==> config.mk <==
export PLATFORM = sky130hd
export DESIGN_NAME = input_debouncer
export DESIGN_NICKNAME = d
export VERILOG_FILES = /design/src/rtl/de1_io_pkg.sv /design/src/rtl/debounce_bit.sv /design/src/rtl/input_debouncer.sv
export SDC_FILE = /design/constraint.sdc
export NUM_CORES = 1
export LEC_CHECK = 0
export ABC_AREA = 1
export ABC_CLOCK_PERIOD_IN_PS = 3850
export BUFFER_PORTS_ARGS = -buffer_cell sky130_fd_sc_hd__buf_2
export CORE_MARGIN = 2
export CORE_UTILIZATION = 55
export CTS_CLUSTER_SIZE = 16
export DETAILED_ROUTE_END_ITERATION = 12
export PLACE_DENSITY = 0.71
export SYNTH_ARGS = -nofsm -noshare
export SYNTH_HDL_FRONTEND = slang
export SYNTH_SLANG_ARGS = --single-unit
==> constraint.sdc <==
create_clock -name HCLK -period 3.85 [get_ports HCLK]
set_input_delay 0.1925 -clock HCLK [delete_from_list [all_inputs] [get_ports HCLK]]
set_output_delay 0.1925 -clock HCLK [all_outputs]
set_load 0.01 [all_outputs]
==> src/rtl/de1_io_pkg.sv <==
// de1_io_pkg: shared DE1-SoC input sizes, default debounce length and iPort field positions.
package de1_io_pkg;
  localparam int N_SW = 10;
  localparam int N_KEY = 3;
  localparam int DEBOUNCE_CYCLES = 500000;
  localparam int SW_LSB = 0;
  localparam int KEY_LSB = 10;
  localparam int EVT_LSB = 13;
endpackage

==> src/rtl/debounce_bit.sv <==
// debounce_bit: 2-flop synchroniser, qualification counter and stable register for one active-high input.
module debounce_bit #(
  parameter int DEBOUNCE_CYCLES = 4,
  parameter int CNT_W = $clog2(DEBOUNCE_CYCLES),
  parameter logic RESET_VAL = 1'b0
) (
  input  logic clk,
  input  logic rst,
  input  logic din,
  output logic dout
);
  logic [1:0] sync_q, sync_d;
  logic [CNT_W-1:0] cnt_q, cnt_d;
  logic stable_q, stable_d;
  logic differ, done;
  always_comb begin
    sync_d = {sync_q[0], din};
    differ = sync_q[1] != stable_q;
    done = differ && cnt_q == CNT_W'(DEBOUNCE_CYCLES - 1);
    cnt_d = (!differ || done) ? '0 : cnt_q + 1'b1;
    stable_d = done ? sync_q[1] : stable_q;
  end
  always_ff @(posedge clk) begin
    if (rst) begin
      sync_q <= {2{RESET_VAL}};
      cnt_q <= '0;
      stable_q <= RESET_VAL;
    end else begin
      sync_q <= sync_d;
      cnt_q <= cnt_d;
      stable_q <= stable_d;
    end
  end
  assign dout = stable_q;
endmodule

==> src/rtl/input_debouncer.sv <==
// input_debouncer: debounces DE1-SoC switches/keys and packs them into iPort.
// Sticky key-press flags are built only when INPUT_DEBOUNCER_EVENT_EN is defined.
module input_debouncer #(
  parameter int N_SW = de1_io_pkg::N_SW,
  parameter int N_KEY = de1_io_pkg::N_KEY,
  parameter int DEBOUNCE_CYCLES = de1_io_pkg::DEBOUNCE_CYCLES,
  parameter int CNT_W = $clog2(DEBOUNCE_CYCLES)
) (
  input  logic             HCLK,
  input  logic             HRESET,
  input  logic [N_SW-1:0]  raw_sw,
  input  logic [N_KEY-1:0] raw_key,
  input  logic [N_KEY-1:0] event_clear,
  output logic [N_SW-1:0]  sw_clean,
  output logic [N_KEY-1:0] key_pressed,
  output logic [N_KEY-1:0] key_event,
  output logic [31:0]      iPort
);
  import de1_io_pkg::*;
  logic [N_SW+N_KEY-1:0] raw_all, clean_all;
  assign raw_all = {~raw_key, raw_sw};
  for (genvar i = 0; i < N_SW + N_KEY; i++) begin : g_db
    debounce_bit #(
      .DEBOUNCE_CYCLES(DEBOUNCE_CYCLES),
      .CNT_W(CNT_W),
      .RESET_VAL(1'b0)
    ) u_db (
      .clk(HCLK),
      .rst(HRESET),
      .din(raw_all[i]),
      .dout(clean_all[i])
    );
  end
  assign sw_clean = clean_all[N_SW-1:0];
  assign key_pressed = clean_all[N_SW +: N_KEY];
`ifdef INPUT_DEBOUNCER_EVENT_EN
  logic [N_KEY-1:0] prev_q, prev_d, evt_q, evt_d;
  // A new press outranks a simultaneous clear so no press is lost.
  always_comb begin
    prev_d = key_pressed;
    evt_d = (evt_q & ~event_clear) | (key_pressed & ~prev_q);
  end
  always_ff @(posedge HCLK) begin
    if (HRESET) begin
      prev_q <= '0;
      evt_q <= '0;
    end else begin
      prev_q <= prev_d;
      evt_q <= evt_d;
    end
  end
  assign key_event = evt_q;
`else
  logic unused_clear;
  assign unused_clear = ^event_clear;
  assign key_event = '0;
`endif
  always_comb begin
    iPort = '0;
    iPort[SW_LSB +: N_SW] = sw_clean;
    iPort[KEY_LSB +: N_KEY] = key_pressed;
    iPort[EVT_LSB +: N_KEY] = key_event;
  end
endmodule

==> impl_metrics.yaml, run 1 <==
global_route:
  use_met2_pct: 36.59
  grt_pass1_wl_um: 50740
  use_met3_pct: 3.049
  grtUsageMet1_pct: 25.95
  grt_max_degree: 38
  gr-max-usage-layer: "met2"
  grt_pass1_vias: 12010
  antenna_found_initial: 0
  grt_usage_pct: 20.71
  gr-total-overflow: 0
hold_path:
  min_path_type: "input port to flop"
  min_delay_worst_endpoint: "g_db[2].u_db.dout"
  hp-start: "HRESET"
  hold-path-cell-count: 4
die:
  initial_core_util_pct: 56.12
  die_area_um2: 27990
  die_w_um: 167.3
  die_h_um: 167.3
  row_count: 59
  core_area_um2: 26130
  ios: 66
worst_setup_path:
  slowest_stage: "dfxtp_1"
  crit_buf_inv: 0
  rr_startpoint: "g_db[4].u_db.cnt_q[0]"
  critical-path-top-delay-family: "simple AND/OR/NAND/NOR gates"
  worstReg2RegEnd: "g_db[4].u_db.cnt_q[18]"
  cpPeakStageDelay_ns: 0.39
  arrival_ns: 2.10
  r2r_cells: 8
  cpMostUsedCell: "nor2_1"
  path_class: "flop to flop"
  r2r_setup_slack_ns: 2.13
  crit_path_start: "g_db[4].u_db.cnt_q[0]"
  worstPathCellList: "ha_1 > nand3_1 > nor2_1 > nand2_1 > nor2_1 > nand3_1 > nand2_1 > nor2_1"
  path_max_fanout: 5
  endpoint_kind: "flop"
  crit_required_ns: 4.23
  cp-start-kind: "flop"
synth:
  synth-simple-area-share_pct: 38.84
  synthMuxAreaShare_pct: 0
  yosys_warnings: 0
  synth_area_um2: 14670
  seq_area_frac_synth_pct: 39.04
  synth-xor-area-share_pct: 6.808
  synthesis.instances: 2225
  synth_compound_area_share_pct: 4.206
  synthAdderAreaFrac_pct: 1.109
  synth_top_family_by_area: "simple AND/OR/NAND/NOR gates"
  syn_area_per_cell_um2: 6.591
  synth-seq-cells: 286
  yosysUniqueCellTypes: 34
placed_design:
  dp_hpwl_um: 20360
  gp_congestion: 0.9098
  numPortBuffers: 40
  post-place-ws_ns: 2.071
cells_and_area:
  regArea_um2: 5725
  final_cell_mix: "556 x nor2_1, 547 x nand2_1, 286 x dfxtp_1"
  drive_gt1_share_pct: 6.539
  area_delta_synth_final_pct: 10.02
  fin_util_pct: 61.74
  nets: 2302
  diodes: 0
  final_common_cell: "nor2_1"
  fillCellCount: 2496
  multiInputGateArea_um2: 7556
sta:
  max_freq_ghz: 0.5808
  post-route-period-util_pct: 44.72
  rsz0062_at_grt: "no"
  setup_ws_ns: 2.128
  slew_headroom_pct: 65.04
  fin_worst_skew_ns: 0.01298
  finalHoldViolCount: 0
  tns_ns: 0
  finalSetupViolations: 0
  worstMarginPinSlew_ns: 0.5237
  finalCriticalPeriod_ns: 1.722
  maxSlewViolCount: 0
cts:
  clockBufferDepth: 3
  postCtsHoldBufs: 13
  cts_tree: "done"
  cts_sinks: 286
  cts_max_level: 2
  path_clk_slew_ns: 0.06
  ctsResizeCount: 0
  clk_latency_ns: 0.50
  cts_root_buf: "clkbuf_16"
  postCtsSetupBuffers: 0
  numCtsBuffers: 35
power_and_ir_drop:
  power_density_nw_per_um2: 393.6
  vdd_drop_max_mv: 0.3246
  leakagePower_nw: 5.384
run_status:
  violations: "design-rule violations"
  run_status: "finished, violations left"
detailed_routing:
  drt-total-wl_um: 28530
  via_count: 12900
  drc_errors: 3
  antenna_left: 0
  viasPerCell: 4.906
  drt-initial-drc-count: 815
  drt_pre_antenna_iters: 9
  wl_per_cell_um: 10.85
run:
  max-cap-violations: 0
-- cell families after synthesis --
logic type,count (synthesis)
buffers and inverters,316
AND/OR/NAND/NOR,1376
XOR/XNOR,114
AO/OA/AOI/OAI,119
other,1
adder cells (fa/ha/maj),13
flip-flops,286
-- tightest hold or removal path, stage by stage --
cell	delay (ns)
buf_2	0.09
inv_2	0.20
nand2_1	0.14
nor2_1	0.03
-- through the flow --
step / instance area, µm² / hold slack (ns) / instances / power [mW]
after floorplan: 14740 / 0.2649 / 2246 / 3.133
after global placement: 14850 / 0.3520 / 2556 / 3.136
after detailed placement: 14850 / 0.3573 / 2556 / 3.137
after CTS: 16140 / 0.2047 / 2629 / 6.456
after global routing: 16140 / 0.2255 / 2629 / 6.587
final: 16140 / 0.1989 / 2629 / 6.351
-- layout make-up --
class	count	area share (%)
multi-input cells	1644	46.83
flip-flops and latches	286	35.48
clock buffers	46	6.072
inverters	250	5.816
well taps	335	2.598
repair buffers	54	2.094
clock inverters	14	1.109
-- worst max path at each step --
stage	to	slack [ns]	cells after the start
floorplan	g_db[2].u_db.cnt_q[14]	2.35	9
global placement	g_db[7].u_db.cnt_q[2]	2.16	6
global route	g_db[0].u_db.cnt_q[18]	1.94	8
CTS	g_db[7].u_db.cnt_q[7]	2.13	6
detailed placement	g_db[7].u_db.cnt_q[7]	2.07	6
finish	g_db[4].u_db.cnt_q[18]	2.13	8
-- synth_stat cells --
cell	number	area share, %
nor2_1	556	14
or2_2	13	0.55
ha_1	13	1.1
o21a_1	2	0.10
dfxtp_1	286	39
nand3b_1	2	0.10
nand4_1	34	1.5
inv_2	2	0.051
or2_0	12	0.51
clkbuf_1	2	0.051
o21ai_0	33	1.1
nand3_2	2	0.14
o21ai_1	1	0.034
xor2_1	69	4.1
buf_2	1	0.034
o21bai_1	1	0.051
and2_0	1	0.043
buf_6	8	0.61
buf_4	53	2.7
xnor2_1	45	2.7
nor3_1	17	0.58
buf_12	1	0.14
inv_1	248	6.3
buf_1	1	0.026
nand2b_1	1	0.043
nor2_2	14	0.60
conb_1	1	0.026
a21oi_1	81	2.8
o21bai_4	1	0.13
nand2_4	4	0.31
nand3_1	153	5.2
nand2_1	547	14
nand2_2	14	0.60
nor2_4	6	0.46
-- per-layer routing --
metal  part of all wire, %  vias to the layer above  wire length, µm
met2                    46                      209            13140
met5                     0                        -                0
met3                   3.5                       57             1010
met4                   2.4                        0              687
met1                    48                     5745            13680
li1                      -                     6887                -
-- power by group --
part           total [mW]  internal (mW)  switching, mW
Clock                3.27           2.06           1.21
Combinational      0.0929         0.0308         0.0621
Sequential           2.99           2.98         0.0108
-- sequential cells by signal (all words and copies together) (netlist names) --
name and flops:
g_db.u_db.sync_q 26, g_db.u_db.dout 13, g_db.u_db.cnt_q 247
(Power assumes the default switching activity.)
==> inputs of run 2 (changes only) <==
- ABC_AREA: 1 -> 0
- ABC_CLOCK_PERIOD_IN_PS: 3850 -> 1550
- PLACE_DENSITY: 0.71 -> 0.75
- clock period: 3.85 -> 1.55 ns (I/O delays scaled with it)
==> run 2 against run 1 <==
Highest routed layer unchanged. Die area shrank 13%. Utilization grew 14 points. Register-to-register slack lost 2.4 ns. The flow finishes with violations (negative setup slack). Total power grew 150%. Critical endpoint is now g_db[2].u_db.cnt_q[13]. Clock-buffer cell count grew 9.
==> impl_metrics.yaml, run 2 <==
run_status:
  run_status: "finished, violations left"
  violations: "negative setup slack"
sta:
  maxSlewViolCount: 0
  max_freq_ghz: 0.5510
  finalHoldViolCount: 0
  rsz0062_at_grt: "yes"
  tns_ns: -17.37
  post-route-period-util_pct: 117.1
  finalSetupViolations: 103
  fin_worst_skew_ns: 0.01336
  finalCriticalPeriod_ns: 1.815
  setup_ws_ns: -0.2648
  whs_ns: 0.007651
power_and_ir_drop:
  combPwrFrac_pct: 1.9
  p_int_mw: 12.57
  leakagePower_nw: 5.963
  total_power_mw: 15.72
  vdd_drop_max_mv: 0.9624
  power_density_nw_per_um2: 908.3
  p_sw_mw: 3.155
  seqPwrFrac_pct: 47.0
  pwr-share-clk_pct: 51.1
  swShare_pct: 20.06
worst_setup_path:
  arrival_ns: 2.20
  rr_startpoint: "g_db[2].u_db.cnt_q[7]"
  path_max_fanout: 8
  path_class: "flop to flop"
  r2r_cells: 5
  r2r_setup_slack_ns: -0.26
  cpPeakStageDelay_ns: 0.53
  worstPathCellList: "or4b_4 > or4_4 > o21ai_4 > buf_6 > nor2_1"
  cp-start-kind: "flop"
  slowest_stage: "or4b_4"
  worstReg2RegEnd: "g_db[2].u_db.cnt_q[13]"
  endpoint_kind: "flop"
  crit_required_ns: 1.94
die:
  row_count: 55
  ios: 66
  initial_core_util_pct: 56.16
  die_w_um: 156.3
  core_area_um2: 22710
  die_h_um: 156.3
  die_area_um2: 24420
synth:
  yosys_warnings: 0
  yosysUniqueCellTypes: 52
  seq_area_frac_synth_pct: 44.89
  yosysTopAreaCellShare_pct: 44.89
  synthFlopType: "dfxtp_1"
  synth_commonest_cells: "286 x dfxtp_1, 217 x nor2_1, 97 x xnor2_1"
  synth_top_area_cell: "dfxtp_1"
  ys_top_cells_by_area: "dfxtp_1 45%, xnor2_1 6.7%, nor2_1 6.4%"
  synthesis.instances: 1460
  synthMostInstantiatedCell: "dfxtp_1"
  synth_area_um2: 12750
  synth_edf_count: 0
  async_flop_share_pct: 0
  synth-seq-cells: 286
  syn_area_per_cell_um2: 8.735
cells_and_area:
  area_delta_synth_final_pct: 35.74
  multiInputGateArea_um2: 7217
  nets: 1784
  instances_no_fill: 2061
  final_common_cell: "buf_4"
  stdcell_area_um2: 17310
  final_cell_mix: "240 x buf_4, 210 x dfxtp_1, 202 x nor2_1"
  fillCellCount: 1500
  largest_reg_flops: 247
  drive_gt1_share_pct: 34.12
  diodes: 0
  regArea_um2: 5853
  fin_util_pct: 76.23
  top_register: "g_db.u_db.cnt_q"
placed_design:
  dp_cells: 1961
  numPortBuffers: 40
  gp_congestion: 0.8625
  dp_hpwl_um: 18120
  post-place-ws_ns: -0.3468
  postPlaceCellArea_um2: 15140
hold_path:
  hold-path-cell-count: 3
  min_path_type: "input port to flop"
  hp-start: "HRESET"
  min_delay_worst_endpoint: "g_db[9].u_db.dout"
global_route:
  grt_max_degree: 47
  antenna_found_initial: 0
  grt_usage_pct: 22.20
  grt_pass1_vias: 10720
  gr-total-overflow: 0
  grt_pass1_wl_um: 46350
detailed_routing:
  antenna_left: 0
  drc_errors: 0
  viasPerCell: 5.498
  via_count: 11330
  drt-initial-drc-count: 602
  drt-total-wl_um: 29300
  drt_pre_antenna_iters: 7
  wl_per_cell_um: 14.22
cts:
  clk_latency_ns: 0.51
  path_clk_slew_ns: 0.06
  cts_sinks: 286
  cts_tree: "done"
  cts_root_buf: "clkbuf_16"
  cts_max_level: 2
  clockBufferDepth: 3
  numCtsBuffers: 34
run:
  max-cap-violations: 0
[run 2: changes by cell type after synthesis, moves of 20 or more]
cell and delta:
nand2_1 -481, nor2_1 -339, inv_1 -193, nand3_1 -66, xnor2_1 +52, or3_1 +48, nor4_1 +30, or4_1 +29
and4_1 +27, nand4_1 +26, nor2b_1 +25, o31ai_1 +22, clkbuf_1 +20
[run 2: what timing repair did]
item | 4_1_cts | 5_1_grt
endpoints found under the setup margin | 126 | 225
pin swaps | 21 | 57
cloned | 2 | 1
hold buffers | 14 | 0
hold endpoints to repair | 13 | 0
setup buffers | 12 | 18
resized for setup | 47 | 151
[run 2: routing by layer]
layer	vias up	global-route usage, %	wire length (µm)
li1	5628	-	-
met1	5447	26.58	12610
met2	198	40.42	15270
met3	59	3.351	858
met4	0	7.689	560
met5	-	0	0
[run 2: layout make-up]
class                      instances  area share (%)
tap                              285           2.060
clock buffer                      55           6.208
multi-input combinational       1055           41.69
timing repair buffer             321           14.64
sequential                       286           33.81
clock inverter                     4          0.4047
inverter                          55           1.193
[run 2: power groups by stage]
stage | combinational [mW] | clock (mW) | sequential (mW)
CTS | 0.287 | 8.16 | 7.41
detailed placement | 0.245 | 0 | 7.57
finish | 0.293 | 8.03 | 7.40
global placement | 0.240 | 0 | 7.57
floorplan | 0.198 | 0 | 7.57
global route | 0.320 | 8.47 | 7.40
[run 2: worst max path at each step]
stage	endpoint	from	depth (start not counted)
after floorplan	g_db[2].u_db.cnt_q[12]	g_db[2].u_db.cnt_q[12]	5
after global placement	g_db[2].u_db.cnt_q[12]	g_db[2].u_db.cnt_q[12]	5
after detailed placement	g_db[2].u_db.cnt_q[13]	g_db[2].u_db.cnt_q[12]	5
after CTS	g_db[2].u_db.cnt_q[13]	g_db[2].u_db.cnt_q[7]	5
after global routing	g_db[2].u_db.cnt_q[18]	g_db[2].u_db.cnt_q[7]	5
final	g_db[2].u_db.cnt_q[13]	g_db[2].u_db.cnt_q[7]	5
[run 2: worst max-delay path, delay by kind of cell (launching register included)]
kind,cells,cell delay [ns]
AO/OA/AOI/OAI,1,0.21
buffers and inverters,1,0.16
flip-flops,1,0.31
AND/OR/NAND/NOR,3,1.04
[run 2: kinds of logic after synthesis]
group / synth area share (%)
AND/OR/NAND/NOR: 28.79
buffers and inverters: 5.769
XOR/XNOR: 11.95
other: 0.02940
adder cells (fa/ha/maj): 1.275
AO/OA/AOI/OAI: 7.289
flip-flops: 44.89
